[src/rtl/opti_pkg.sv]
// Shared constants and the saturating power-of-two gain helper for the
// IIR output stage.
package opti_pkg;

  localparam int DATA_W = 24;
  localparam int GAIN_W = 3;
  localparam int WIDE_W = DATA_W + 7;

  localparam logic signed [WIDE_W-1:0] SAMP_MAX =
    {{(WIDE_W-DATA_W+1){1'b0}}, {(DATA_W-1){1'b1}}};
  localparam logic signed [WIDE_W-1:0] SAMP_MIN =
    {{(WIDE_W-DATA_W+1){1'b1}}, {(DATA_W-1){1'b0}}};

  typedef struct packed {
    logic [DATA_W-1:0] val;
    logic              clip;
  } sat_res_t;

  // Shift at full width (7 guard bits cover the largest gain), then clamp.
  function automatic sat_res_t sat_shl(input logic [DATA_W-1:0] s,
                                       input logic [GAIN_W-1:0] sh);
    logic signed [WIDE_W-1:0] w;
    sat_res_t r;
    w = $signed({{(WIDE_W-DATA_W){s[DATA_W-1]}}, s}) <<< sh;
    r.clip = 1'b1;
    if (w > SAMP_MAX)      r.val = SAMP_MAX[DATA_W-1:0];
    else if (w < SAMP_MIN) r.val = SAMP_MIN[DATA_W-1:0];
    else begin
      r.val  = w[DATA_W-1:0];
      r.clip = 1'b0;
    end
    return r;
  endfunction

endpackage

[src/rtl/opti_sync_fifo.sv]
// Synchronous first-word-fall-through FIFO; occupancy from extra-bit
// write/read counters so full and empty are unambiguous.
module opti_sync_fifo #(
  parameter int DATA_W = 24,
  parameter int DEPTH  = 8,
  localparam int AW    = $clog2(DEPTH)
) (
  input  logic              clk,
  input  logic              rst_n,
  input  logic              wr_en,
  input  logic [DATA_W-1:0] wr_data,
  input  logic              rd_en,
  output logic [DATA_W-1:0] rd_data,
  output logic              full,
  output logic              empty,
  output logic [AW:0]       level
);

  logic [DATA_W-1:0] mem [DEPTH];
  logic [AW:0]       wr_cnt, rd_cnt;
  logic              do_wr, do_rd;

  assign level = wr_cnt - rd_cnt;
  assign full  = (level == (AW+1)'(DEPTH));
  assign empty = (level == '0);
  assign do_rd = rd_en & ~empty;
  // A write into a full FIFO is accepted only when a read frees a slot
  assign do_wr = wr_en & (~full | do_rd);

  // Zero while empty so the head port never shows stale or unknown data
  assign rd_data = empty ? '0 : mem[rd_cnt[AW-1:0]];

  always_ff @(posedge clk or negedge rst_n) begin
    if (!rst_n) begin
      wr_cnt <= '0;
      rd_cnt <= '0;
    end else begin
      if (do_wr) wr_cnt <= wr_cnt + 1'b1;
      if (do_rd) rd_cnt <= rd_cnt + 1'b1;
    end
  end

  always_ff @(posedge clk) begin
    if (do_wr) mem[wr_cnt[AW-1:0]] <= wr_data;
  end

endmodule

[src/rtl/opti_out_buf.sv]
// IIR output stage: registered saturating gain, FWFT buffer onto a
// ready/valid stream, plus drop counter and clip flag for firmware.
module opti_out_buf
  import opti_pkg::*;
#(
  parameter int DATA_W = opti_pkg::DATA_W,
  parameter int DEPTH  = 8,
  parameter int OVF_W  = 16,
  localparam int LW    = $clog2(DEPTH) + 1
) (
  input  logic              clk,
  input  logic              rst_n,
  input  logic [DATA_W-1:0] data_in,
  input  logic              valid_in,
  input  logic [2:0]        gain_sh,
  input  logic              clr,
  output logic [DATA_W-1:0] m_data,
  output logic              m_valid,
  input  logic              m_ready,
  output logic [LW-1:0]     level,
  output logic [OVF_W-1:0]  ovf_cnt,
  output logic              clip_sticky
);

  sat_res_t          sr;
  logic [DATA_W-1:0] y;
  logic              g_valid;
  logic              full, empty, rd_en, drop;

  assign sr = sat_shl(data_in, gain_sh);

  always_ff @(posedge clk or negedge rst_n) begin
    if (!rst_n) begin
      y           <= '0;
      g_valid     <= 1'b0;
      clip_sticky <= 1'b0;
    end else begin
      g_valid <= valid_in;
      if (valid_in) y <= sr.val;
      // A clip in the clear cycle must not be lost
      if (valid_in && sr.clip) clip_sticky <= 1'b1;
      else if (clr)            clip_sticky <= 1'b0;
    end
  end

  opti_sync_fifo #(.DATA_W(DATA_W), .DEPTH(DEPTH)) u_fifo (
    .clk     (clk),
    .rst_n   (rst_n),
    .wr_en   (g_valid),
    .wr_data (y),
    .rd_en   (rd_en),
    .rd_data (m_data),
    .full    (full),
    .empty   (empty),
    .level   (level)
  );

  assign m_valid = ~empty;
  assign rd_en   = m_valid & m_ready;
  assign drop    = g_valid & full & ~rd_en;

  always_ff @(posedge clk or negedge rst_n) begin
    if (!rst_n) begin
      ovf_cnt <= '0;
    end else if (drop) begin
      if (clr)           ovf_cnt <= OVF_W'(1);
      else if (~&ovf_cnt) ovf_cnt <= ovf_cnt + 1'b1;
    end else if (clr) begin
      ovf_cnt <= '0;
    end
  end

endmodule
[config.mk]
export PLATFORM = sky130hd
export DESIGN_NAME = opti_out_buf
export DESIGN_NICKNAME = d
export VERILOG_FILES = /design/src/rtl/opti_pkg.sv /design/src/rtl/opti_sync_fifo.sv /design/src/rtl/opti_out_buf.sv
export SDC_FILE = /design/constraint.sdc
export NUM_CORES = 1
export LEC_CHECK = 0
export ABC_AREA = 1
export CORE_MARGIN = 2
export CORE_UTILIZATION = 59
export DETAILED_ROUTE_END_ITERATION = 8
export PLACE_DENSITY = 0.79
export SYNTH_ARGS = -nofsm -noshare
export SYNTH_HDL_FRONTEND = slang
export SYNTH_SLANG_ARGS = --single-unit
export TNS_END_PERCENT = 1
[constraint.sdc]
create_clock -name clk -period 4.5 [get_ports clk]
set_clock_uncertainty 0.15 [all_clocks]
set_input_delay 0.675 -clock clk [delete_from_list [all_inputs] [get_ports clk]]
set_output_delay 0.675 -clock clk [all_outputs]
set_load 0.02 [all_outputs]
== After elaboration in Yosys (flattened, before gate mapping) ==
Memory sizes are Yosys's and may differ from the RTL's.
Index checks and enable logic that the tools add are counted.

* Word-level logic and storage cells: 44
* Bits in latches: 0
* Input port bits: 32
* Memory bits (read-only): 0
* Output and inout port bits: 46
* RAM bits: 192
* Register bits: 50
* Memories: 1

* Magnitude comparators: 2
* Bitwise gates (word level): 9
* Multiply operators: 0
* Shifts and indexed selects: 1
* Add/subtract/negate cells: 4
* Eq/ne operators: 2
* Reductions and logical operators: 6
* Divide/modulo/power cells: 0
* Muxes and demuxes: 13

{| class="wikitable"
|+ Memory list
! name !! words !! bits a word !! rd ports !! clocked after memory_dff !! write ports !! line !! source
|-
| u_fifo.mem || 8 || 24 || 1 || 0 || 1 || opti_sync_fifo.sv:19 || <nowiki>logic [DATA_W-1:0] mem [DEPTH];</nowiki>
|}

{| class="wikitable"
|+ Operators with widths
! kind !! number
|-
| $mux 24 || 3
|-
| $mux 16 || 4
|-
| $gt 31x24->1 const B || 1
|-
| $lt 31x24->1 const B || 1
|-
| $sshl 24x3->31 || 1
|-
| $add 16x1->16 const B || 1
|-
| $reduce_and 16->1 || 1
|-
| $add 4x1->4 const B || 2
|-
| $mux 1 || 6
|-
| $and 1x1->1 || 5
|-
| $eq 4x4->1 const B || 1
|-
| $logic_not 4->1 || 1
|-
| $reduce_bool 2->1 || 2
|-
| $sub 4x4->4 || 1
|-
| $not 1->1 || 3
|-
| $ne 2x2->1 const B || 1
|-
| $reduce_and 2->1 || 1
|-
| $logic_and 1x1->1 || 1
|-
| $or 1x1->1 || 1
|}

== Logic depth before layout (Yosys ltp) ==
* Depth after elaboration: 9
* Gate-level depth with buffers: 17
* Gate-level depth less buffers: 16

== By module ==
A second synthesis with hierarchy kept.

* Cells, all modules: 1169
* Area, all modules: 11527.3 µm²

{| class="wikitable"
|+ By module, submodules not included
! module !! seq. area each (µm²) !! area an instance (µm²) !! times used !! cells each
|-
| opti_sync_fifo || 5965.7 || 8314.2 || 1 || 682
|-
| opti_out_buf || 1051.0 || 3213.1 || 1 || 487
|}

== Worst setup path before layout ==
No wires, ideal clock.

* Path type: reg2reg
* Start: reg u_fifo.rd_cnt[1]
* End: mem u_fifo.mem[7][0], enable pin
* Slack: 361 ps
* Path buffers: 3
* Data required time: 3943 ps
* Cell stages (with the launch flop): 13
* Arrival time: 3581 ps
* Setup time: 407 ps
* Period minus slack after synthesis: 4139 ps
* Cell sequence: dfrtp_1 > clkbuf_1 > inv_1 > clkbuf_1 > clkbuf_1 > fa_1 > xor2_1 > nor3_1 > nand2_1 > inv_1 > nor2_1 > nand2_1 > nor2_1

* Longest elaborated chain between the ends: 9
* Elaborated cells on any way between the ends: 11
* Classes of those cells: 1 x add/sub; 1 x eq/ne; 2 x mux; 6 x bitwise; 1 x reduce/logical

{| class="wikitable"
|+ Ends and longest elaborated chain
! what !! line !! source
|-
| start, declared || opti_sync_fifo.sv:20 || <nowiki>logic [AW:0] wr_cnt, rd_cnt;</nowiki>
|-
| start signal, assigned || opti_sync_fifo.sv:39 || <nowiki>if (do_rd) rd_cnt <= rd_cnt + 1'b1;</nowiki>
|-
| $sub 4x4->4 (*) || opti_sync_fifo.sv:23 || <nowiki>assign level = wr_cnt - rd_cnt;</nowiki>
|-
| named net level[2] || opti_out_buf.sv:20 || <nowiki>output logic [LW-1:0] level,</nowiki>
|-
| $logic_not 4->1 || opti_sync_fifo.sv:25 || <nowiki>assign empty = (level == '0);</nowiki>
|-
| $not 1->1 || opti_sync_fifo.sv:26, opti_out_buf.sv:58 ||
|-
| $and 1x1->1 || opti_out_buf.sv:59 || <nowiki>assign rd_en = m_valid & m_ready;</nowiki>
|-
| $and 1x1->1 || opti_sync_fifo.sv:26 || <nowiki>assign do_rd = rd_en & ~empty;</nowiki>
|-
| $or 1x1->1 (*) || opti_sync_fifo.sv:28 || <nowiki>assign do_wr = wr_en & (~full | do_rd);</nowiki>
|-
| $and 1x1->1 (*) || opti_sync_fifo.sv:28 ||
|-
| $mux 1 (*) || opti_sync_fifo.sv:44 || <nowiki>if (do_wr) mem[wr_cnt[AW-1:0]] <= wr_data;</nowiki>
|-
| $mux 1 (not written as such) (*) || opti_sync_fifo.sv:44 ||
|-
| end, declared || opti_sync_fifo.sv:19 ||
|}

The timed path passes the listed nets; every way through them passes the cells marked *.

== Worst setup path after layout ==
* Start: reg u_fifo.wr_cnt[0]
* End: out m_data[13]

* Longest elaborated chain between the ends: 3

{| class="wikitable"
|+ Ends and longest elaborated chain
! what !! line !! source
|-
| start, declared || opti_sync_fifo.sv:20 ||
|-
| start signal, assigned || opti_sync_fifo.sv:38 || <nowiki>if (do_wr) wr_cnt <= wr_cnt + 1'b1;</nowiki>
|-
| $sub 4x4->4 || opti_sync_fifo.sv:23 ||
|-
| $logic_not 4->1 || opti_sync_fifo.sv:25 ||
|-
| $mux 24 || opti_sync_fifo.sv:31 || <nowiki>assign rd_data = empty ? '0 : mem[rd_cnt[AW-1:0]];</nowiki>
|-
| end, declared || opti_out_buf.sv:17 || <nowiki>output logic [DATA_W-1:0] m_data,</nowiki>
|}

No other way between the ends.

==> results.md <==
- DRC: 0
- Post-synth EDFFs: 192
- Max cap viols: 0
- Reg power frac: 0.353
- Routed wire per std cell: 17.2 um
- Commonest non-fill, non-tap cells in the layout: 263 x nand2_1, 192 x edfxtp_1, 108 x a21oi_1
- Outcome: finished, final reports clean
- Filler instances: 1385
- Post-DP HPWL: 14800 um
- Initial antenna violation count: 0
- Switch share: 0.364
- Average size of a mapped cell: 10.5 um^2
- Period Utilization, post-route: 0.906
- Die X: 141 um
- Least-Margin Pin Slew: 938 ps
- Worst-skew pair later-pin latency: 510 ps
- Clock Sinks: 242
- Clk pwr share: 0.231
- Internal reg-to-reg setup slack: 1430 ps
- Largest net degree at the start of global routing: 74
- Critical path required time: 3670 ps
- Power, Total: 8.44 mW
- Critical R2R Capture: u_fifo.mem[6][15]$_DFFE_PP_
- Syn Nets: 1102
- Final setup TNS: 0 ps
- Clock-pin slew on the worst setup and hold paths: 60 ps
- Sequential area share after synthesis: 0.630
- Initial core utilization: 0.599
- Worst-case reg-to-reg path depth: 12
- Maximum VDD drop: 355 uV
- Flop and latch count out of synthesis: 242
- CP Capture Type: output pin
- Row cnt: 50
- Total congestion overflow: 0
- First drt pass iteration count: 5
- Max FO, Critical Path: 10
- Reg2reg start: u_fifo.wr_cnt[0]$_DFFE_PN0P_
- I/O pin cnt: 78
- RSZ-0062 raised after global routing: no
- Net load switching power: 3.07 mW
- Post-CTS setup buffer count: 0
- CTS Root Cell: clkbuf_16
- PD cells: 655 mW/mm^2
- Cells after synthesis: 1063
- Multi-input logic area: 0.00362 mm^2
- Worst setup path end: m_data[13]
- Final setup viols: 0
- Post-synth ARST share: 0.207
- Die area: 0.0200 mm^2
- DR iter-0 viols: 791
- Gpl congestion: 0.918
- CTS buffer count: 24
- Max Freq: 0.245 GHz
- Critical Path Source Type: flip-flop
- Via count: 8041
- Crit path time final: 4080 ps
- Crit Path Class: reg -> out
- Tot GR Track Use: 0.242
- Hold buffers post-CTS: 0
- CORE AREA: 0.0186 mm^2
- Critical path origin: u_fifo.wr_cnt[0]$_DFFE_PN0P_
- Max-slew violation count: 0
- Leakage power: 4.75 nW
- Worst min path class: in -> async
- Crit path DAT: 3250 ps
- Register area: 0.00702 mm^2
- Die Y: 141 um
- Placed cell area: 0.0121 mm^2
- Resized Gates After CTS: 0
- Combinational power share: 0.416
- First-pass GRT wire length: 38700 um
- Synth cell types: 42
- P&R area growth vs syn: 15.8%
- Drt total wl: 23700 um
- Mapped Area: 0.0111 mm^2
- N_diodes: 0
- Finished Cell Area: 0.0129 mm^2
- Max H-tree Level: 1
- Ys flop type: edfxtp_1
- Number of I/O port buffers: 77
- YS warnings: 0
- Int Pwr: 5.37 mW
- Commonest non-fill, non-tap cell in the layout: nand2_1
- Via-to-Cell Ratio: 5.83
- Final core occ: 0.694
- Rel. slew slack: 0.373
- Final Hold Viols: 0
- Final ANT Viol Nets: 0
- CTS tree: done
- Maximum root-to-sink buffer count: 3
- Vias in the first global route: 7719
- Nets: 1167
- Share of cells above drive strength 1: 0.0995
==> registers in the layout (all words and copies together), names as in the netlist <==
signal         flops
u_fifo.mem       192
y                 24
ovf_cnt           16
u_fifo.rd_cnt      4
u_fifo.wr_cnt      4
clip_sticky        1
g_valid            1
==> critical path, stage by stage, from the launching register on <==
cell and delay [ps]:
dfrtp_1 400, inv_1 80, ha_1 130, inv_1 60, fa_1 500, or2_2 120, nor2_1 40, nand2_1 100
inv_1 90, buf_4 200, a211oi_1 340, clkdlybuf4s50_1 680
==> how the worst min path moves through the flow <==
stage	cells after the start	from	to	slack [ps]
global route	2	rst_n	u_fifo.rd_cnt[2]$_DFFE_PN0P_	170
detailed placement	2	clip_sticky$_DFFE_PN0P_	clip_sticky$_DFFE_PN0P_	320
global placement	2	clip_sticky$_DFFE_PN0P_	clip_sticky$_DFFE_PN0P_	320
finish	2	rst_n	u_fifo.rd_cnt[2]$_DFFE_PN0P_	110
CTS	2	rst_n	u_fifo.rd_cnt[2]$_DFFE_PN0P_	130
floorplan	0	rst_n	clip_sticky$_DFFE_PN0P_	230
==> final cells by class <==
class                   count  area share
clock buffers              40      0.0576
well taps                 234      0.0227
repair buffers            105      0.0767
clock inverters             4     0.00359
inverters                  46      0.0140
multi-input cells         709       0.281
flip-flops and latches    242       0.545
==> metal layers <==
metal	vias up	wire (um)	track usage
met5	-	0	0
met4	0	578	0.0753
met3	43	1430	0.0226
met2	290	11800	0.412
met1	3812	9900	0.337
li1	3896	-	-
==> synthesized netlist by cell type, types with 2 or more instances <==
cell	n	area share
dfrtp_1	50	0.11
nor2_2	3	0.0017
nand2_1	263	0.089
a211oi_1	24	0.016
nor2_1	85	0.029
a22oi_1	24	0.016
ha_1	6	0.0067
buf_6	6	0.0061
buf_2	8	0.0036
nand4_1	8	0.0045
xor2_1	7	0.0055
nand2_2	4	0.0022
inv_2	4	0.0013
clkbuf_1	43	0.015
edfxtp_1	192	0.52
a21oi_1	108	0.049
or2_2	2	0.0011
buf_1	3	0.0010
a21oi_2	21	0.017
o21a_1	5	0.0034
a32o_1	24	0.022
buf_4	5	0.0034
nand3_2	2	0.0018
nor3_1	6	0.0027
o21ai_0	16	0.0072
inv_1	40	0.013
o21ai_1	4	0.0018
nand2_4	2	0.0020
xnor2_1	2	0.0016
nand3_1	84	0.038
==> logic make-up after synthesis <==
family,synth area share
AND/OR/NAND/NOR,0.174
flip-flops,0.630
AO/OA/AOI/OAI,0.133
buffers and inverters,0.0461
XOR/XNOR,0.00708
adder cells (fa/ha/maj),0.00854
==> metrics by stage <==
| step | std cells | hold slack [ps] | setup WS, ps |
|---|---|---|---|
| global placement | 1336 | 320 | 857 |
| CTS | 1380 | 134 | 427 |
| floorplan | 1063 | 229 | 361 |
| finish | 1380 | 105 | 422 |
| detailed placement | 1336 | 323 | 793 |
| global route | 1380 | 173 | 219 |
==> power groups by stage <==
stage | clock, mW | combinational [mW] | sequential (mW)
global placement | 0 | 3.44 | 3.00
finish | 1.95 | 3.51 | 2.98
global route | 2.06 | 3.83 | 3.01
floorplan | 0 | 2.19 | 2.97
CTS | 1.98 | 3.53 | 2.97
detailed placement | 0 | 3.51 | 3.02
Note: power is estimated with default switching activity, not from simulation.
